--- src/rtl/simon_pkg.sv ---
// Shared definitions for the Simon Says game blocks.
package simon_pkg;

    localparam int unsigned DEF_COLOUR_W = 2;
    localparam int unsigned DEF_MAX_LEN  = 16;

    localparam logic MODE_RECORD = 1'b0;
    localparam logic MODE_VERIFY = 1'b1;

    typedef enum logic [1:0] {
        ST_IDLE    = 2'd0,
        ST_COLLECT = 2'd1,
        ST_DONE    = 2'd2
    } state_t;

endpackage

--- src/rtl/idle_timer.sv ---
// Inactivity counter; expired flags the cycle whose increment would reach the limit.
module idle_timer #(
    parameter int unsigned TO_W = 16
) (
    input  logic            clk,
    input  logic            rst,
    input  logic            clr,
    input  logic            inc,
    input  logic [TO_W-1:0] limit,
    output logic            expired
);

    logic [TO_W-1:0] cnt;
    logic [TO_W-1:0] cnt_inc;

    assign cnt_inc = cnt + TO_W'(1);
    // A zero limit disables the timeout entirely.
    assign expired = (limit != '0) && (cnt_inc == limit);

    always_ff @(posedge clk or negedge rst) begin
        if (!rst) begin
            cnt <= '0;
        end else if (clr) begin
            cnt <= '0;
        end else if (inc) begin
            cnt <= cnt_inc;
        end
    end

endmodule

--- src/rtl/player_input_capture.sv ---
// Captures player colour presses in RECORD mode or checks them against a
// reference sequence in VERIFY mode, with an optional inactivity timeout.
module player_input_capture
    import simon_pkg::*;
#(
    parameter int unsigned COLOUR_W = DEF_COLOUR_W,
    parameter int unsigned MAX_LEN  = DEF_MAX_LEN,
    parameter int unsigned LEN_W    = $clog2(MAX_LEN + 1),
    parameter int unsigned TO_W     = 16
) (
    input  logic                         clk,
    input  logic                         rst,
    input  logic                         en,
    input  logic                         mode,
    input  logic                         colour_in,
    input  logic [COLOUR_W-1:0]          colour_val,
    input  logic [LEN_W-1:0]             sequence_len,
    input  logic [MAX_LEN*COLOUR_W-1:0]  expected_seq,
    input  logic [TO_W-1:0]              timeout_limit,
    output logic [MAX_LEN*COLOUR_W-1:0]  sequence_val,
    output logic [LEN_W-1:0]             count,
    output logic                         busy,
    output logic                         done,
    output logic                         match,
    output logic                         mismatch,
    output logic                         timeout
);

    state_t              state;
    logic                mode_q;
    logic [LEN_W-1:0]    len_q;
    logic [LEN_W-1:0]    count_inc;
    logic [COLOUR_W-1:0] exp_slot;
    logic                tmr_clr;
    logic                tmr_inc;
    logic                tmr_expired;

    assign count_inc = count + LEN_W'(1);

    // Reference entry for the slot about to be written.
    always_comb begin
        exp_slot = '0;
        for (int i = 0; i < MAX_LEN; i++) begin
            if (count == LEN_W'(i)) begin
                exp_slot = expected_seq[i*COLOUR_W +: COLOUR_W];
            end
        end
    end

    assign tmr_clr = en && ((state == ST_IDLE) || ((state == ST_COLLECT) && colour_in));
    assign tmr_inc = en && (state == ST_COLLECT) && !colour_in && (len_q != '0);

    idle_timer #(
        .TO_W (TO_W)
    ) u_idle_timer (
        .clk     (clk),
        .rst     (rst),
        .clr     (tmr_clr),
        .inc     (tmr_inc),
        .limit   (timeout_limit),
        .expired (tmr_expired)
    );

    always_ff @(posedge clk or negedge rst) begin
        if (!rst) begin
            state        <= ST_IDLE;
            mode_q       <= MODE_RECORD;
            len_q        <= '0;
            sequence_val <= '0;
            count        <= '0;
            busy         <= 1'b0;
            done         <= 1'b0;
            match        <= 1'b0;
            mismatch     <= 1'b0;
            timeout      <= 1'b0;
        end else if (!en) begin
            // sequence_val and count stay readable after the controller drops en.
            state    <= ST_IDLE;
            busy     <= 1'b0;
            done     <= 1'b0;
            match    <= 1'b0;
            mismatch <= 1'b0;
            timeout  <= 1'b0;
        end else begin
            case (state)
                ST_IDLE: begin
                    state        <= ST_COLLECT;
                    mode_q       <= mode;
                    len_q        <= (sequence_len > LEN_W'(MAX_LEN)) ? LEN_W'(MAX_LEN) : sequence_len;
                    sequence_val <= '0;
                    count        <= '0;
                    busy         <= 1'b1;
                    done         <= 1'b0;
                    match        <= 1'b0;
                    mismatch     <= 1'b0;
                    timeout      <= 1'b0;
                end
                ST_COLLECT: begin
                    if (len_q == '0) begin
                        state <= ST_DONE;
                        busy  <= 1'b0;
                        done  <= 1'b1;
                        match <= 1'b1;
                    end else if (colour_in) begin
                        for (int i = 0; i < MAX_LEN; i++) begin
                            if (count == LEN_W'(i)) begin
                                sequence_val[i*COLOUR_W +: COLOUR_W] <= colour_val;
                            end
                        end
                        count <= count_inc;
                        if ((mode_q == MODE_VERIFY) && (colour_val != exp_slot)) begin
                            state    <= ST_DONE;
                            busy     <= 1'b0;
                            done     <= 1'b1;
                            mismatch <= 1'b1;
                        end else if (count_inc == len_q) begin
                            state <= ST_DONE;
                            busy  <= 1'b0;
                            done  <= 1'b1;
                            match <= 1'b1;
                        end
                    end else if (tmr_expired) begin
                        state   <= ST_DONE;
                        busy    <= 1'b0;
                        done    <= 1'b1;
                        timeout <= 1'b1;
                    end
                end
                ST_DONE: begin
                    state <= ST_DONE;
                end
                default: begin
                    state <= ST_IDLE;
                end
            endcase
        end
    end

endmodule

--- config.mk ---
export PLATFORM = sky130hd
export DESIGN_NAME = player_input_capture
export DESIGN_NICKNAME = d
export VERILOG_FILES = /design/src/rtl/simon_pkg.sv /design/src/rtl/idle_timer.sv /design/src/rtl/player_input_capture.sv
export SDC_FILE = /design/constraint.sdc
export NUM_CORES = 1
export LEC_CHECK = 0
export CAP_MARGIN = 20
export CORE_MARGIN = 2
export CORE_UTILIZATION = 45
export DETAILED_ROUTE_END_ITERATION = 8
export PLACE_DENSITY = 0.73
export SKIP_LAST_GASP = 1
export SYNTH_ARGS = -nofsm -noshare
export SYNTH_HDL_FRONTEND = slang
export SYNTH_SLANG_ARGS = --single-unit
--- constraint.sdc ---
create_clock -name clk -period 4.5 [get_ports clk]
set_clock_uncertainty 0.15 [all_clocks]
set_input_delay 0.9 -clock clk [delete_from_list [all_inputs] [get_ports clk]]
set_output_delay 0.9 -clock clk [all_outputs]
set_load 0.005 [all_outputs]
Yosys cells after proc, flatten, opt, wreduce, memory -nomap -nowiden
Index checks and enable logic that the tools add are counted.
- flip-flop bits (word level): 66
- input port bits: 60
- logic and storage cells: 193
- magnitude comparators: 1
- reduce and logical (&&, ||, !) cells: 39
- mux-type cells: 76
- $add $sub $neg: 2
- equality and inequality tests: 49
- operators by type and width (kind ; count):
    $reduce_and A5 Y1 ; 16
    $mux W2 ; 38
    $mux W32 ; 2
    $pmux W32 S2 ; 1
    $eq A5 B4 Y1 const B ; 8
    $mux W16 ; 2
    $ne A2 B2 Y1 const B ; 16
    $mux W1 ; 23
    $eq A5 B3 Y1 const B ; 4
    $add A16 B1 Y16 const B ; 1
    $eq A16 B16 Y1 ; 1
    $reduce_and A4 Y1 ; 4
    $reduce_bool A16 Y1 ; 1
    $mux W5 ; 3
    $ne A3 B3 Y1 const B ; 4
    $eq A5 B2 Y1 const B ; 2
    $logic_not A5 Y1 ; 2
    $pmux W1 S2 ; 5
    $pmux W5 S2 ; 1
    $logic_and A1 B1 Y1 ; 7
    $ne A6 B3 Y1 const B ; 1
    $pmux W2 S3 ; 1
    $add A5 B1 Y5 const B ; 1
    $eq A5 B1 Y1 const B ; 1
    19 further kinds ; 22

Depth between registers and ports, before layout
Gate-level depths: netlist of the first run.
- word-level depth: 24
- mapped depth: 15
- mapped depth without buffers: 11

Cells and area by module
From an unflattened synthesis of the first run, not the netlist that was laid out.
- cells, all modules: 503
- area, all modules: 4570.6 sq um
- modules (own cells, without submodules) (module ; cells each ; seq. area each (sq um) ; instances ; area each (sq um)):
    player_input_capture ; 356 ; 1251.2 ; 1 ; 3311.9
    idle_timer ; 147 ; 400.4 ; 1 ; 1258.7

Worst setup path after synthesis of the first run
No wires, ideal clock.
- path type: register -> register
- start point: reg count[0]
- end point: reg match
- arrival: 3.198 ns
- cell stages (with the launch flop): 14
- slack: 1.087 ns
- data required time: 4.285 ns
- period minus slack after synthesis: 3.413 ns
- cell sequence: dfrtp_1 ha_1 clkbuf_1 clkbuf_1 and3_1 ha_1 buf_1 nor2b_1 nor3_1 a32o_1 or3_1 o31a_1 nor3_1 o21a_1
- longest elaborated chain between the ends: 21
- elaborated cells on any way between the ends: 39
- ends and longest elaborated chain (what ; RTL line ; RTL):
    start, declared ; player_input_capture.sv:21 ; output logic [LEN_W-1:0] count,
    start signal, assigned ; player_input_capture.sv:110 ; count <= count_inc;
    $logic_not A5 Y1 ; player_input_capture.sv:44 ; if (count == LEN_W'(i)) begin
    $mux W2 (16 in a row) ; player_input_capture.sv:44 ;
    $ne A2 B2 Y1 ; player_input_capture.sv:111 ; if ((mode_q == MODE_VERIFY) && (colour_val != exp_slot)) begin
    $logic_and A1 B1 Y1 ; player_input_capture.sv:111 ;
    $ne A4 B4 Y1 (no line) ; - ;
    $reduce_and A4 Y1 (no line) (*) ; - ;
    end signal, assigned ; player_input_capture.sv:94 ; match <= 1'b0;
    end signal, assigned ; player_input_capture.sv:103 ; match <= 1'b1;
    end signal, assigned ; player_input_capture.sv:120 ; match <= 1'b1;
    end, declared ; player_input_capture.sv:24 ; output logic match,
Mark *: on every way between the ends. The rest lies on a longest branch, timed or not.
A chain may end at the register's enable or synchronous reset.

Worst setup path in the final report of the first run
- start point: reg count[0]
- end point: reg busy
- longest elaborated chain between the ends: 24
- elaborated cells on any way between the ends: 43
- ends and longest elaborated chain (what ; RTL line ; RTL):
    $logic_not A5 Y1 ; player_input_capture.sv:44 ;
    $mux W2 (16 in a row) ; player_input_capture.sv:44 ;
    $ne A2 B2 Y1 ; player_input_capture.sv:111 ;
    $logic_and A1 B1 Y1 ; player_input_capture.sv:111 ;
    $mux W1 ; player_input_capture.sv:111 ;
    $mux W1 ; player_input_capture.sv:104 ; end else if (colour_in) begin
    $mux W1 ; player_input_capture.sv:99 ; if (len_q == '0) begin
    $pmux W1 S2 ; player_input_capture.sv:85 ; case (state)
    $mux W1 ; player_input_capture.sv:76 ; end else if (!en) begin
    end signal, assigned ; player_input_capture.sv:79 ; busy <= 1'b0;
    end signal, assigned ; player_input_capture.sv:92 ; busy <= 1'b1;
    end signal, assigned ; player_input_capture.sv:101 ; busy <= 1'b0;
    end, declared ; player_input_capture.sv:22 ; output logic busy,
Parallel ways exist; a longest one is shown, timed or not.

==> flow_summary.toml, run 1 <==
[status]
status = "complete, no violations"

[run]
maxCapViolCount = 0

[layout]
diodes = 0
layout.nets = 667
area_growth_pct = 28.9
drive_gt1_share_pct = 8.62
final_cell_area_sq_um = 5860

[timing]
worstMarginPinSlew_ns = 0.980
final_hold_viol_count = 0
relSlewSlack_pct = 33.8
rsz0062_at_grt = "no"
period_share_pct = 77.5
period_needed_ns = 3.49
drv_slew = 0
finalSetupViolations = 0
setup_tns_ns = 0
fmax_mhz = 287

[synthesis]
synth_edf_count = 0
syn_nets = 583
synth_cells = 514
synth.avg_cell_area_sq_um = 8.85
synth_top_area_share_pct = 36.3
synth_area_leader_cell = "dfrtp_1"
postSynth.asyncResetShare_pct = 100
netlist_area_sq_um = 4550
ys.warnings.count = 0
seq_area_frac_synth_pct = 36.3
netlist-cell-type-count = 67
synth_top_flop_cell = "dfrtp_1"
synth_area_leaders = "dfrtp_1 (36%), a22o_1 (5.8%), nand2_1 (5.0%), xor2_1 (4.6%), mux2_2 (4.0%)"
ys_ff_latch = 66

[route]
routed_via_density = 5.72
finalWirelength_microns = 12600
drt.antenna.violating_nets = 0
dr.pass1.iters = 4
dr_total_vias = 4212
drt_iter0_markers = 225
wl_per_cell_microns = 17.1
drc = 0

[power_and_ir_drop]
p_leak_nw = 2.38
p_per_area_nw_per_um2 = 358
p_seq_share_pct = 34.8
p_sw_mw = 0.803
switching_share_pct = 38.2
power_frac_clock_pct = 27.2
intPower_mw = 1.30
combPwrFrac_pct = 38.0
total_power_mw = 2.10
ir_drop_mv = 0.220

[worst_setup_path]
worstSetupEndpointType = "flip-flop"
crit_arrival_ns = 3.57
crit_required_ns = 4.58
path_max_fanout = 19
critPathKind = "reg2reg"
crit_path_start_kind = "flip-flop"

[global_routing]
grt_max_degree = 42
antenna_found_initial = 0
grt_first_pass_wirelength_microns = 20800
grtUsageTotal_pct = 23.4
grt_pass1_vias = 4259
grt_overflow = 0

[cts]
cts.sink_count = 66
path_clk_slew_ns = 0.07
root_buffer = "clkbuf_8"
cts_setup_buffers = 0
post_cts_resized = 0
cts_hold_buf = 0
cts_buffer_depth = 2
cts_tree = "yes"
htreeDepth = 3
insertion_delay_ns = 0.34
cts_buffers = 9

[die]
dieArea_sq_um = 10900
die_h_microns = 105
die_x_microns = 105
pin_count = 102
initial_core_util_pct = 46.5
num_rows = 36
core-area_sq_um = 9770

[placed_design]
portBuffers = 101
gp_congestion = 0.935
place_hpwl_microns = 9140
place_area_sq_um = 5630

[min_path]
hp-class = "reg2reg"
-- path summary, 6_finish.rpt --
kind                            startpoint               to  slack, ns  cells past startpoint
setup / recovery                  count[0]             busy       1.01                     10
hold / removal             sequence_val[0]  sequence_val[0]       0.33                      2
setup reg to reg                  count[0]             busy       1.01                     10
hold reg to reg            sequence_val[0]  sequence_val[0]       0.33                      2
max in group asynchronous              rst          timeout       2.81                      2
min in group asynchronous              rst  sequence_val[4]       0.49                      1
-- power groups by stage --
| stage | sequential [mW] | combinational [mW] | clock (mW) |
|---|---|---|---|
| 6_report | 0.731 | 0.798 | 0.571 |
| 5_1_grt | 0.742 | 0.881 | 0.610 |
| 4_1_cts | 0.730 | 0.793 | 0.582 |
| 3_5_place_dp | 0.741 | 0.791 | 0 |
| 3_3_place_gp | 0.740 | 0.768 | 0 |
| 2_1_floorplan | 0.725 | 0.520 | 0 |
-- cells in the final DEF, fill, tap and decap left out, types with 8 or more instances in the layout --
master,count
clkbuf_8,9
a22o_1,30
ha_1,9
o31ai_1,16
nand2b_1,9
o21ai_0,20
clkdlybuf4s50_1,100
nor2b_1,11
nor2_1,34
nand2_1,60
inv_1,16
nand3_1,13
mux2_2,16
nor3_1,15
xnor2_1,18
a21oi_1,21
dfrtp_1,66
xor2_1,24
nor4_1,8
-- cells in the mapped netlist, types with 5 or more instances --
library cell  number
nand2_1           60
nor2_1            34
nand4_1            5
nand2b_1           9
o211ai_1           5
o31ai_1           16
nand3_1           13
nor4_1             8
a21oi_1           21
clkbuf_1          26
xor2_1            24
xnor2_1           18
a22o_1            30
ha_1               9
nor3_1            15
a211oi_1           5
nor2b_1           11
nor3b_1            5
mux2_2            16
inv_1             16
nand3b_1           6
o21ai_0           20
dfrtp_1           66
-- registers in the layout, indices dropped and copies added (netlist names) --
name,cells
count,5
mode_q,1
u_idle_timer.cnt,16
timeout,1
sequence_val,32
len_q,5
busy,1
match,1
mismatch,1
state,2
done,1
-- logic make-up (layout without fill, tap and decap cells) --
logic type | count (synthesis) | after routing | synth area share, %
simple gates | 196 | 196 | 22.8
compound gates | 129 | 129 | 20.8
flops | 66 | 66 | 36.3
buf+inv | 52 | 141 | 4.68
xor+xnor | 42 | 42 | 8.09
mux | 20 | 20 | 4.84
fa+ha+maj | 9 | 9 | 2.48
-- stage by stage --
stage | util (%) | hold WS [ns] | instances | setup slack, ns
2_1_floorplan | - | 0.323 | 514 | 1.09
3_3_place_gp | 57.6 | 0.321 | 719 | 0.948
3_5_place_dp | 57.6 | 0.329 | 719 | 0.878
4_1_cts | 59.9 | 0.346 | 735 | 1.05
5_1_grt | 60.0 | 0.381 | 736 | 0.801
6_report | 60.0 | 0.333 | 736 | 1.01
-- worst max-delay path: stages (launching register included) --
cell	delay, ns
dfrtp_1	0.47
inv_1	0.12
ha_1	0.63
or4bb_1	0.45
a21oi_1	0.18
a21oi_1	0.06
a32oi_1	0.36
mux2i_1	0.27
o22ai_1	0.14
or2_1	0.30
o22a_1	0.23
-- metal layers --
metal / share of wire [%] / global-route usage (%) / up-vias
met2: 47 / 37.8 / 110
met3: 4.9 / 4.74 / 21
li1: - / - / 2047
met5: 0 / 0 / -
met1: 46 / 30.9 / 2034
met4: 2.1 / 8.69 / 0
-- final cells by class --
class                      count  area, sq um
clock buffer                   9          124
fill                         895         3910
tap                          133          166
timing repair buffer         108         1060
inverter                      17         63.8
multi-input combinational    396         2700
sequential                    66         1650
clock inverter                 7          101
Note: power is estimated with default switching activity, not from simulation.
==> run 2: changes to the inputs <==
PLACE_DENSITY = 0.75   (was 0.73)
clock period = 2.85 ns   (was 4.5 ns; I/O delays follow)
==> flow_summary.toml, run 2 (synthesized netlist as in run 1, its figures left out) <==
[route]
dr.pass1.iters = 5
drt.antenna.violating_nets = 0
routed_via_density = 5.66
finalWirelength_microns = 13700
drt_iter0_markers = 251
wl_per_cell_microns = 17.0
drc = 0
dr_total_vias = 4536

[layout]
largest_reg_flops = 32
fillCellCount = 840
area_growth_pct = 42.6
postLayoutCoreUtil_pct = 66.3
layout_commonest_cell = "clkdlybuf4s50_1"
regMostFlops = "sequence_val"
reg_top3 = "sequence_val x32, u_idle_timer.cnt x16"
drive_gt1_share_pct = 20.6
mostFrequentLayoutCells = "clkdlybuf4s50_1 (100), buf_4 (68), dfrtp_1 (64)"
layout.nets = 733
diodes = 0

[timing]
hold_ws_ns = 0.0245
period_share_pct = 101
drv_slew = 0
fmax_mhz = 347
relSlewSlack_pct = 48.8
final_hold_viol_count = 0
worstMarginPinSlew_ns = 0.758
period_needed_ns = 2.88
rsz0062_at_grt = "yes"
setup_slack_ns = -0.0346
setup_tns_ns = -0.0392
finalSetupViolations = 2

[cts]
path_clk_slew_ns = 0.07
root_buffer = "clkbuf_8"
htreeDepth = 3
cts.sink_count = 66
cts_buffer_depth = 2
cts_buffers = 9
insertion_delay_ns = 0.35
cts_tree = "yes"

[die]
num_rows = 36
core-area_sq_um = 9770
die_h_microns = 105
die_x_microns = 105
pin_count = 102
initial_core_util_pct = 46.5
dieArea_sq_um = 10900

[min_path]
hp-class = "in2async"

[placed_design]
portBuffers = 101
detailedPlace.worstSlack_ns = -0.393
gp_congestion = 0.954
place_hpwl_microns = 10400

[worst_setup_path]
crit_required_ns = 2.93
critPathKind = "reg2reg"
path_cells = "buf_6 > ha_4 > or4bb_1 > a21oi_2 > a21oi_2 > a32oi_2 > mux2i_2 > o22ai_2 > or2_4 > o22a_1"
path_max_fanout = 4
crit_path_start_kind = "flip-flop"
worst_path_largest_cell_delay_ns = 0.50
crit_arrival_ns = 2.97
cpMostUsedCell = "a21oi_2"
worstSetupEndpointType = "flip-flop"
slowest_stage = "or4bb_1"

[global_routing]
grt_first_pass_wirelength_microns = 22400
grt_util_met2_pct = 42.4
grt_pass1_vias = 4563
use_met1_pct = 33.5
use_met3_pct = 3.62
grt_overflow = 0
grtUsageTotal_pct = 25.2
antenna_found_initial = 0
busiest_layer = "met2"
grt_max_degree = 40

[power_and_ir_drop]
p_per_area_nw_per_um2 = 554
total_power_mw = 3.59
ir_drop_mv = 0.608
p_leak_nw = 2.72

[run]
maxCapViolCount = 0

[status]
failed_checks = "negative setup slack"
status = "finished, violations left"
## run 2: changes by cell type in the layout (fill, tap and decap cells not counted), moves of 3 or more
cell and delta:
a21oi_1 -3, a21oi_2 +3, nor3_1 -3, ha_1 -4, ha_4 +3, buf_6 +3
nor3_2 +3, buf_4 +61
## run 2: path summary, 6_finish.rpt
path / from / end / slack, ns / cells past startpoint
max in group asynchronous: rst / sequence_val[3] / 1.78 / 2
worst max register to register: count[0] / busy / -0.03 / 10
min in group clk: sequence_val[1] / sequence_val[1] / 0.39 / 2
worst max-delay path: count[0] / busy / -0.03 / 10
worst min-delay path: rst / count[1] / 0.02 / 1
worst min register to register: sequence_val[1] / sequence_val[1] / 0.39 / 2
## run 2: layer usage
metal  wire length (microns)  part of all wire [%]
met4                     294                   2.2
met3                     519                   3.8
met1                    6180                    45
met2                    6660                    49
met5                       0                     0
## run 2: area by class of cell
type | count | area, sq um | share of cell area, %
Sequential cell | 66 | 1650 | 25.5
Tap cell | 133 | 166 | 2.57
Timing Repair Buffer | 174 | 1580 | 24.4
Clock inverter | 5 | 78.8 | 1.22
Multi-Input combinational cell | 396 | 2810 | 43.3
Inverter | 17 | 63.8 | 0.984
Clock buffer | 11 | 131 | 2.03
## run 2: stage by stage
step / cells / cell area [sq um]
global placement: 774 / 6080
CTS: 798 / 6400
detailed placement: 774 / 6080
finish: 802 / 6480
global route: 802 / 6480
floorplan: 514 / 4620
## run 2: timing repair
item	4_1_cts	5_1_grt
hold buffers	0	0
gates resized for setup	12	15
setup endpoints to repair	6	6
endpoints found under the hold margin	0	0
setup buffers	8	4
pin swaps	3	8
## run 2: power by group
group	switching (mW)	internal, mW	leakage [nW]
combinational	0.859	0.723	1.70
clock	0.381	0.492	0.107
sequential	0.0953	1.04	0.904
total	1.33	2.26	2.72
## run 2: critical path, delay by kind of cell (launching register included)
kind,cells,cell delay (ns)
flops,1,0.44
fa+ha+maj,1,0.17
mux,1,0.29
compound gates,5,0.80
simple gates,2,0.78
buf+inv,1,0.13
==> run 3: changes to the inputs <==
CORE_MARGIN = 5   (was 2)
GPL_ROUTABILITY_DRIVEN = 0   (was not set)
==> flow_summary.toml, run 3 (synthesized netlist as in run 1, its figures left out) <==
[global_routing]
grt_pass1_vias = 4519
grt_max_degree = 42
antenna_found_initial = 0
grtUsageTotal_pct = 21.7
grt_overflow = 0
grt_first_pass_wirelength_microns = 22300

[power_and_ir_drop]
p_leak_nw = 2.69
p_per_area_nw_per_um2 = 574
combPwrFrac_pct = 42.3
power_frac_clock_pct = 26.8
p_sw_mw = 1.36
ir_drop_mv = 0.491
p_seq_share_pct = 30.8
intPower_mw = 2.38
switching_share_pct = 36.3

[route]
drc = 0
drt.antenna.violating_nets = 0
drt_iter0_markers = 369
dr.pass1.iters = 5
finalWirelength_microns = 13700
routed_via_density = 5.72
dr_total_vias = 4537
wl_per_cell_microns = 17.3

[timing]
fmax_mhz = 347
rsz0062_at_grt = "yes"
relSlewSlack_pct = 53.6
worstMarginPinSlew_ns = 0.686
finalSetupViolations = 1
hold_ws_ns = 0.0792
period_share_pct = 101
setup_slack_ns = -0.0318
drv_slew = 0
final_hold_viol_count = 0
period_needed_ns = 2.88

[layout]
area_growth_pct = 43.1
drive_gt1_share_pct = 21.1
reg_top3 = "sequence_val x32, u_idle_timer.cnt x16"
largest_reg_flops = 32
regMostFlops = "sequence_val"
fillCellCount = 804
final_cell_area_sq_um = 6510
layout.nets = 724
layout_commonest_cell = "clkdlybuf4s50_1"
diodes = 0
mostFrequentLayoutCells = "clkdlybuf4s50_1 (100), dfrtp_1 (64), nand2_1 (60)"

[worst_setup_path]
rrSetupSlack_ns = -0.03
r2r_start = "count[0]"
r2r_cells = 10
crit_required_ns = 2.93
regToRegEndpoint = "busy"
path_max_fanout = 4
crit_path_start_kind = "flip-flop"
critPathKind = "reg2reg"
worstSetupEndpointType = "flip-flop"
crit_arrival_ns = 2.96

[placed_design]
portBuffers = 101
place_area_sq_um = 6080
place_hpwl_microns = 10300

[cts]
htreeDepth = 3
cts_tree = "yes"
cts.sink_count = 66
path_clk_slew_ns = 0.08
root_buffer = "clkbuf_8"
cts_hold_buf = 0
cts_buffers = 9
cts_buffer_depth = 2
insertion_delay_ns = 0.34

[die]
initial_core_util_pct = 46.3
num_rows = 36
die_x_microns = 111
dieArea_sq_um = 12200
core-area_sq_um = 9820
die_h_microns = 111
pin_count = 102

[min_path]
hp-class = "in2async"

[status]
failed_checks = "negative setup slack"
status = "finished, violations left"

[run]
maxCapViolCount = 0
run 3: cell count changes in the layout (fill, tap and decap cells not counted), moves of 2 or more:
cell	change
ha_1	-2
clkinv_2	-2
buf_4	-9
clkinvlp_4	+2
clkbuf_1	-2
buf_8	-2
run 3: how the worst max path moves through the flow:
stage / slack [ns] / endpoint / from
after detailed placement: -0.38 / busy / expected_seq[20]
after global placement: -0.35 / busy / expected_seq[20]
after CTS: -0.01 / busy / count[0]
final: -0.03 / busy / count[0]
after global routing: -0.12 / busy / count[0]
after floorplan: -0.03 / busy / count[0]
run 3: area by class of cell:
cell class                      count  area (sq um)  share of cell area (%)
Clock buffer                       10           138                    2.12
Clock inverter                      6           114                    1.75
Inverter                           17          63.8                   0.981
Multi-Input combinational cell    396          2860                    43.9
Sequential cell                    66          1650                    25.4
Tap cell                          133           166                    2.56
Timing Repair Buffer              165          1510                    23.3
run 3: repair_timing:
item	in CTS	in global routing
pin swaps	2	12
resized for setup	9	24
endpoints found under the setup margin	6	6
buffers inserted	1	3
run 3: stage by stage:
stage	power, mW	setup WS (ns)	utilization [%]	TNS [ns]	cells
3_3_place_gp	2.56	-0.350	62.0	-1.52	773
4_1_cts	3.64	-0.0133	64.9	-0.0133	790
2_1_floorplan	1.98	-0.0305	-	-0.0609	514
5_1_grt	3.94	-0.116	66.3	-0.486	793
3_5_place_dp	2.61	-0.382	62.0	-1.70	773
6_report	3.73	-0.0318	66.3	-0.0318	793
run 3: routing by layer:
| layer | share of wire [%] | global-route usage [%] |
|---|---|---|
| met1 | 43 | 28.1 |
| met2 | 48 | 35.8 |
| met3 | 6.0 | 4.27 |
| met4 | 3.3 | 8.29 |
| met5 | 0 | 0 |
run 3: power groups by stage:
stage	combinational (mW)	clock (mW)	sequential [mW]
floorplan	0.830	0	1.15
global placement	1.40	0	1.16
detailed placement	1.45	0	1.16
CTS	1.48	1.01	1.15
global route	1.72	1.05	1.16
finish	1.58	1.00	1.15
run 3: critical path, cell delays in order (launching register included):
cell and delay (ns):
dfrtp_2 0.44, buf_6 0.13, ha_4 0.16, or4bb_1 0.51, a21oi_2 0.20, a21oi_2 0.06
a32oi_2 0.23, mux2i_2 0.29, o22ai_2 0.13, or2_4 0.27, o22a_1 0.20
